[src/rtl/uart_frame_parser_if.sv]
`default_nettype none
// ----------------------------------------------------------------------------
// uart_frame_parser_if
//   Byte-stream input, host handshake and payload readback bundle for the parser.
//   Revision: 1.0
// ----------------------------------------------------------------------------
interface uart_frame_parser_if;
  logic [7:0] rx_data;
  logic       rx_vld;
  logic       frame_ack;
  logic [7:0] rd_addr;
  logic [7:0] rd_data;
  logic       frame_valid;
  logic [7:0] frame_len;
  logic       rx_busy;
  logic       err_overflow;
  logic       err_timeout;

  modport master (
    output rx_data, rx_vld, frame_ack, rd_addr,
    input  rd_data, frame_valid, frame_len, rx_busy, err_overflow, err_timeout
  );

  modport slave (
    input  rx_data, rx_vld, frame_ack, rd_addr,
    output rd_data, frame_valid, frame_len, rx_busy, err_overflow, err_timeout
  );
endinterface
`default_nettype wire

[src/rtl/uart_frame_parser.sv]
`default_nettype none
// ----------------------------------------------------------------------------
// uart_frame_parser
//   Extracts "&&" payload "&&" frames from a UART byte stream into a readable buffer.
//   Revision: 1.0
// ----------------------------------------------------------------------------
module uart_frame_parser #(
  parameter int MAX_LEN     = 137,
  parameter int TIMEOUT_CLK = 100_000
) (
  input  wire logic          sys_clk,
  input  wire logic          sys_rst,
  uart_frame_parser_if.slave bus
);

  localparam logic [7:0]    AMP   = 8'h26;
  localparam int            AW    = $clog2(MAX_LEN + 1);
  localparam int            TW    = $clog2(TIMEOUT_CLK + 1);
  localparam logic [7:0]    MAXL  = 8'(MAX_LEN);
  localparam logic [TW-1:0] TLAST = TW'(TIMEOUT_CLK - 1);

  typedef enum logic [2:0] {
    IDLE    = 3'd0,
    SIGN1   = 3'd1,
    CONTENT = 3'd2,
    END1    = 3'd3,
    HOLD    = 3'd4
  } state_t;

  state_t        state_q;
  logic [7:0]    count_q;
  logic [7:0]    len_q;
  logic [7:0]    rd_q;
  logic [TW-1:0] tmo_q;
  logic          valid_q;
  logic          ov_q;
  logic          to_q;
  logic [7:0]    buf_q [0:MAX_LEN];

  logic is_amp;
  logic busy;
  logic wr_en;

  assign is_amp = (bus.rx_data == AMP);
  assign busy   = (state_q == SIGN1) || (state_q == CONTENT) || (state_q == END1);

  // One extra slot beyond MAX_LEN lets a full payload carry its pending terminator '&'.
  always_comb begin
    wr_en = 1'b0;
    if (bus.rx_vld) begin
      case (state_q)
        CONTENT: wr_en = (count_q < MAXL) || (is_amp && (count_q == MAXL));
        END1:    wr_en = !is_amp && (count_q <= MAXL);
        default: wr_en = 1'b0;
      endcase
    end
  end

  always_ff @(posedge sys_clk) begin
    if (wr_en) begin
      buf_q[count_q[AW-1:0]] <= bus.rx_data;
    end
  end

  always_ff @(posedge sys_clk or posedge sys_rst) begin
    if (sys_rst) begin
      rd_q <= 8'h00;
    end else begin
      rd_q <= (bus.rd_addr <= MAXL) ? buf_q[bus.rd_addr[AW-1:0]] : 8'h00;
    end
  end

  always_ff @(posedge sys_clk or posedge sys_rst) begin
    if (sys_rst) begin
      state_q <= IDLE;
      count_q <= 8'd0;
      len_q   <= 8'd0;
      tmo_q   <= '0;
      valid_q <= 1'b0;
      ov_q    <= 1'b0;
      to_q    <= 1'b0;
    end else begin
      ov_q <= 1'b0;
      to_q <= 1'b0;
      if (bus.rx_vld) begin
        tmo_q <= '0;
      end
      if (busy && !bus.rx_vld) begin
        // A byte in the expiry cycle wins because this branch requires silence.
        if (tmo_q == TLAST) begin
          to_q    <= 1'b1;
          tmo_q   <= '0;
          state_q <= IDLE;
        end else begin
          tmo_q <= tmo_q + 1'b1;
        end
      end else begin
        case (state_q)
          IDLE: begin
            if (bus.rx_vld && is_amp) begin
              state_q <= SIGN1;
            end
          end
          SIGN1: begin
            if (bus.rx_vld) begin
              if (is_amp) begin
                count_q <= 8'd0;
                state_q <= CONTENT;
              end else begin
                state_q <= IDLE;
              end
            end
          end
          CONTENT: begin
            if (bus.rx_vld) begin
              if (wr_en) begin
                count_q <= count_q + 8'd1;
                if (is_amp) begin
                  state_q <= END1;
                end
              end else begin
                ov_q    <= 1'b1;
                state_q <= IDLE;
              end
            end
          end
          END1: begin
            if (bus.rx_vld) begin
              if (is_amp) begin
                len_q   <= count_q - 8'd1;
                valid_q <= 1'b1;
                state_q <= HOLD;
              end else if (wr_en) begin
                count_q <= count_q + 8'd1;
                state_q <= CONTENT;
              end else begin
                ov_q    <= 1'b1;
                state_q <= IDLE;
              end
            end
          end
          HOLD: begin
            if (bus.frame_ack) begin
              valid_q <= 1'b0;
              state_q <= IDLE;
            end
          end
          default: state_q <= IDLE;
        endcase
      end
    end
  end

  assign bus.rd_data      = rd_q;
  assign bus.frame_valid  = valid_q;
  assign bus.frame_len    = len_q;
  assign bus.rx_busy      = busy;
  assign bus.err_overflow = ov_q;
  assign bus.err_timeout  = to_q;

endmodule
`default_nettype wire

[src/flat_wrapper.sv]
// flat-port wrapper written by rule: the top's interface ports become plain ports
module uart_frame_parser_flat 
#(
  parameter int MAX_LEN     = 137,
  parameter int TIMEOUT_CLK = 100_000
)
  (sys_clk, sys_rst, bus_rx_data, bus_rx_vld, bus_frame_ack, bus_rd_addr, bus_rd_data, bus_frame_valid, bus_frame_len, bus_rx_busy, bus_err_overflow, bus_err_timeout);
  uart_frame_parser_if bus_i ();
  input  wire logic sys_clk;
  input  wire logic sys_rst;
  input wire logic [$bits(bus_i.rx_data)-1:0] bus_rx_data;
  input wire logic [$bits(bus_i.rx_vld)-1:0] bus_rx_vld;
  input wire logic [$bits(bus_i.frame_ack)-1:0] bus_frame_ack;
  input wire logic [$bits(bus_i.rd_addr)-1:0] bus_rd_addr;
  output wire logic [$bits(bus_i.rd_data)-1:0] bus_rd_data;
  output wire logic [$bits(bus_i.frame_valid)-1:0] bus_frame_valid;
  output wire logic [$bits(bus_i.frame_len)-1:0] bus_frame_len;
  output wire logic [$bits(bus_i.rx_busy)-1:0] bus_rx_busy;
  output wire logic [$bits(bus_i.err_overflow)-1:0] bus_err_overflow;
  output wire logic [$bits(bus_i.err_timeout)-1:0] bus_err_timeout;
  assign bus_i.rx_data = bus_rx_data;
  assign bus_i.rx_vld = bus_rx_vld;
  assign bus_i.frame_ack = bus_frame_ack;
  assign bus_i.rd_addr = bus_rd_addr;
  assign bus_rd_data = bus_i.rd_data;
  assign bus_frame_valid = bus_i.frame_valid;
  assign bus_frame_len = bus_i.frame_len;
  assign bus_rx_busy = bus_i.rx_busy;
  assign bus_err_overflow = bus_i.err_overflow;
  assign bus_err_timeout = bus_i.err_timeout;
  uart_frame_parser #(.MAX_LEN(MAX_LEN), .TIMEOUT_CLK(TIMEOUT_CLK)) u_core (.sys_clk(sys_clk), .sys_rst(sys_rst), .bus(bus_i));
endmodule
[config.mk]
export PLATFORM = sky130hd
export DESIGN_NAME = uart_frame_parser_flat
export DESIGN_NICKNAME = d
export VERILOG_FILES = /design/src/rtl/uart_frame_parser_if.sv /design/src/rtl/uart_frame_parser.sv /design/src/flat_wrapper.sv
export SDC_FILE = /design/constraint.sdc
export NUM_CORES = 1
export LEC_CHECK = 0
export BUFFER_PORTS_ARGS = -buffer_cell sky130_fd_sc_hd__buf_2
export CAP_MARGIN = 10
export CORE_MARGIN = 4
export CORE_UTILIZATION = 45
export CTS_CLUSTER_DIAMETER = 150
export DETAILED_ROUTE_END_ITERATION = 6
export GPL_ROUTABILITY_DRIVEN = 1
export GPL_TIMING_DRIVEN = 0
export SYNTH_ARGS = -nofsm -noshare
export SYNTH_HDL_FRONTEND = slang
export SYNTH_SLANG_ARGS = --single-unit
[constraint.sdc]
create_clock -name sys_clk -period 3.39 [get_ports sys_clk]
set_clock_uncertainty 0.05 [all_clocks]
set_input_delay 0 -clock sys_clk [delete_from_list [all_inputs] [get_ports sys_clk]]
set_output_delay 0 -clock sys_clk [all_outputs]
set_load 0.01 [all_outputs]
==> results.py <==
metrics = {
    "critical_path": {
        "path_cells": "dlygate4sd3_1, buf_4, buf_16, nor4b_1, nand3_1, nor2b_1, clkbuf_1, nand3_1, nand2b_1, clkbuf_1, nor2_1",
        "cp_data_arrival_time_ns": 3.67,
        "critical-path-max-stage-delay_ns": 0.83,
        "timing.critical_path.to_type": "flip-flop",
        "critical_path_class": "input pin to flip-flop",
        "r2r_slack_ns": 0.09,
        "cpMaxStageDelayCell": "sky130_fd_sc_hd__clkbuf_1",
        "startpoint_class_of_the_critical_path": "input pin",
        "worst-endpoint-required_ns": 3.66,
        "crit_fanout": 83,
    },
    "yosys": {
        "post_synth_num_cell_types": 63,
        "postSynthAreaPerCell_um2": 18.8,
        "synth.top_cells.by_area": "sky130_fd_sc_hd__edfxtp_1 (73%), sky130_fd_sc_hd__mux4_2 (9.0%), sky130_fd_sc_hd__mux2i_1 (4.6%)",
        "synth_area_um2": 45600,
        "yosysSeqAreaShare_pct": 75.3,
        "synthArstFlopShare_pct": 4.08,
        "syn_nets": 2455,
        "postSynthRegisterBits": 1151,
        "synth_edf_count": 1104,
        "synth_warnings": 0,
        "synth.largest_area_cell": "sky130_fd_sc_hd__edfxtp_1",
        "synth.top_cell.area_share_pct": 72.7,
        "synth_flop_cell": "sky130_fd_sc_hd__edfxtp_1",
        "synthesis.instances": 2429,
    },
    "placement": {
        "hpwlAfterDp_um": 90500,
        "dp_worst_setup_slack_ns": -1.62,
        "numPortBuffers": 36,
        "placed_area_um2": 47900,
        "globalplace.congestion": 0.963,
    },
    "clock_tree": {
        "cts.clk_slew.worst_paths_ns": 0.06,
        "cts_buffers": 115,
        "cts_tree": "done",
        "clock_tree.root_cell": "sky130_fd_sc_hd__clkbuf_16",
        "cts_htree_levels": 3,
        "clk_latency_ns": 0.69,
        "max-clock-path-buffers": 3,
        "clock_sinks": 1151,
    },
    "layout": {
        "layout-area-overhead-vs-synth_pct": 15.6,
        "final_common_cell": "sky130_fd_sc_hd__edfxtp_1",
        "final_design_area_no_fill_um2": 52700,
        "number_of_nets_in_the_layout": 2690,
        "most-common-layout-cells": "sky130_fd_sc_hd__edfxtp_1 (1104), sky130_fd_sc_hd__mux2i_1 (211), sky130_fd_sc_hd__mux4_2 (183)",
        "drive_gt1_share_pct": 23.0,
        "nFillCells": 7883,
    },
    "timing": {
        "setup_violations": 33,
        "final_min_period_over_clock_period_pct": 100,
        "timing_worst_slew_pin_value_ns": 1.22,
        "fin_ws_ns": -0.0159,
        "min_clock_period_post_route_ns": 3.41,
        "max_slew_headroom_at_the_worst_pin_pct": 18.6,
        "drv_slew": 0,
        "fin_hold_ws_ns": 0.0410,
        "fmax_ghz": 0.294,
        "timing_hold_violations_final": 0,
        "post_route_setup_tns_ns": -0.198,
        "grt_setup_unrepaired": "true",
    },
    "power_and_ir_drop": {
        "ir_drop_v": 0.000414,
        "power.leakage_nw": 17.2,
        "cellPowerDensity_nw_per_um2": 571,
        "total_power_w": 0.0301,
    },
    "flow_run": {
        "max-cap-violations": 0,
    },
    "floorplan": {
        "placement_rows": 116,
        "die-area_um2": 107000,
        "core_area_um2": 100000,
        "die-width_um": 326,
        "pin_count": 40,
        "die_y_um": 326,
        "start_util_pct": 45.5,
    },
    "grt": {
        "grt_max_degree": 95,
        "number_of_antenna_violations_at_the_first_check_in_global_routing": 5,
        "global_route_wire_length_before_repair_um": 189000,
        "number_of_global_route_vias_before_repair": 25157,
        "globalRouteOverflowTotal": 0,
        "globalRouteTotalUtil_pct": 25.0,
    },
    "outcome": {
        "outcome": "finished with violations",
        "failed_checks": "negative setup slack",
    },
    "detailed_routing": {
        "drtAntennaViolNets": 0,
        "drt-total-wl_um": 134000,
        "drt-wirelength-per-cell_um": 32.6,
        "drt_iter0_markers": 3349,
        "drt_first_pass_iters": 7,
        "route.detailed.drc": 0,
        "via_per_inst": 6.19,
        "route.vias.total": 25480,
    },
    "hold_path": {
        "hold_wc_path_type": "input pin to flip-flop",
    },
}
## timing repair
action | in CTS | in global routing
hold buffers | 34 | 0
hold endpoints to repair | 540 | 0
resized for setup | 43 | 36
pin swaps | 3 | 3
endpoints found under the setup margin | 977 | 506
setup buffers | 26 | 5
## registers in the layout, summed over array words and instances, names as in the netlist
| register | cells |
|---|---|
| u_core.bus.err_timeout | 1 |
| u_core.bus.frame_valid | 1 |
| u_core.tmo_q | 17 |
| u_core.count_q | 8 |
| u_core.buf_q | 1104 |
| u_core.state_q | 3 |
| u_core.bus.frame_len | 8 |
| u_core.bus.err_overflow | 1 |
| u_core.bus.rd_data | 8 |
## worst paths after layout
path                                         start                 endpoint  depth (start not counted)
max in group asynchronous                  sys_rst    u_core.bus.rd_data[7]                          5
setup / recovery                    bus_rx_data[6]      u_core.buf_q[79][4]                         11
setup reg to reg                 u_core.count_q[7]      u_core.buf_q[32][1]                          5
hold reg to reg            u_core.bus.frame_len[1]  u_core.bus.frame_len[1]                          2
hold / removal                       bus_frame_ack        u_core.state_q[2]                          3
min in group asynchronous                  sys_rst         u_core.tmo_q[11]                          4
## routing by layer
metal / track usage (%) / routed length [µm]
met1: 34.2 / 52600
met2: 39.1 / 62100
met3: 5.22 / 12800
met4: 10.9 / 6770
met5: 0.543 / 91
## Yosys cell counts, drive strengths merged, types with 2 or more instances
cell        n
a2111oi     3
a211oi      8
a21oi      55
a221o       3
a22o        6
a22oi      95
a31oi      17
and2        9
and3        8
buf        89
clkbuf     49
dfrtp      47
edfxtp   1104
ha          6
inv        12
mux2       22
mux2i     211
mux4      184
nand2      83
nand2b      5
nand3      68
nand3b      2
nand4      24
nor2      177
nor2b      12
nor3       13
nor3b       2
nor4        5
nor4b       4
nor4bb      4
o211ai      9
o21ai      37
o22ai       8
o31ai      10
o41ai       3
or2         3
or3         4
xnor2       8
xor2        5
## power breakdown
group	leakage, nW	internal (W)	switching [W]
Combinational	4.83	0.000616	0.00120
Clock	1.84	0.00731	0.00531
Sequential	10.5	0.0156	0.0000431
Total	17.2	0.0235	0.00656
## worst max-delay path, delay by kind of cell
kind	cells	cell delay (ns)
buf+inv	5	1.92
simple gates	6	1.66
## cell type report
type	count	area [µm²]	share of cell area (%)
Clock buffer	150	3130	5.93
Sequential cell	1151	34300	65.1
Buffer	137	795	1.51
Tap cell	1357	1700	3.22
Multi-Input combinational cell	1128	10700	20.2
Antenna cell	2	5.00	0.00949
Inverter	12	45.0	0.0854
Timing Repair Buffer	119	1480	2.80
Clock inverter	61	616	1.17
## stage by stage
| stage | std cells | util (%) |
|---|---|---|
| after CTS | 4110 | 52.5 |
| after global routing | 4115 | 52.6 |
| after detailed placement | 3840 | 47.8 |
| after global placement | 3822 | 47.4 |
| final | 4117 | 52.6 |
| after floorplan | 2429 | - |
## cell families (layout without fill, tap and decap cells)
logic type | after synthesis | after routing | synth area share, %
buffers and inverters | 150 | 479 | 1.85
XOR/XNOR | 13 | 13 | 0.250
other | 0 | 2 | 0
flip-flops | 1151 | 1151 | 75.3
AO/OA/AOI/OAI | 266 | 266 | 3.92
adder cells (fa/ha/maj) | 6 | 6 | 0.165
AND/OR/NAND/NOR | 426 | 426 | 4.29
multiplexers | 417 | 417 | 14.3
Power figures use the tool's default switching activity.
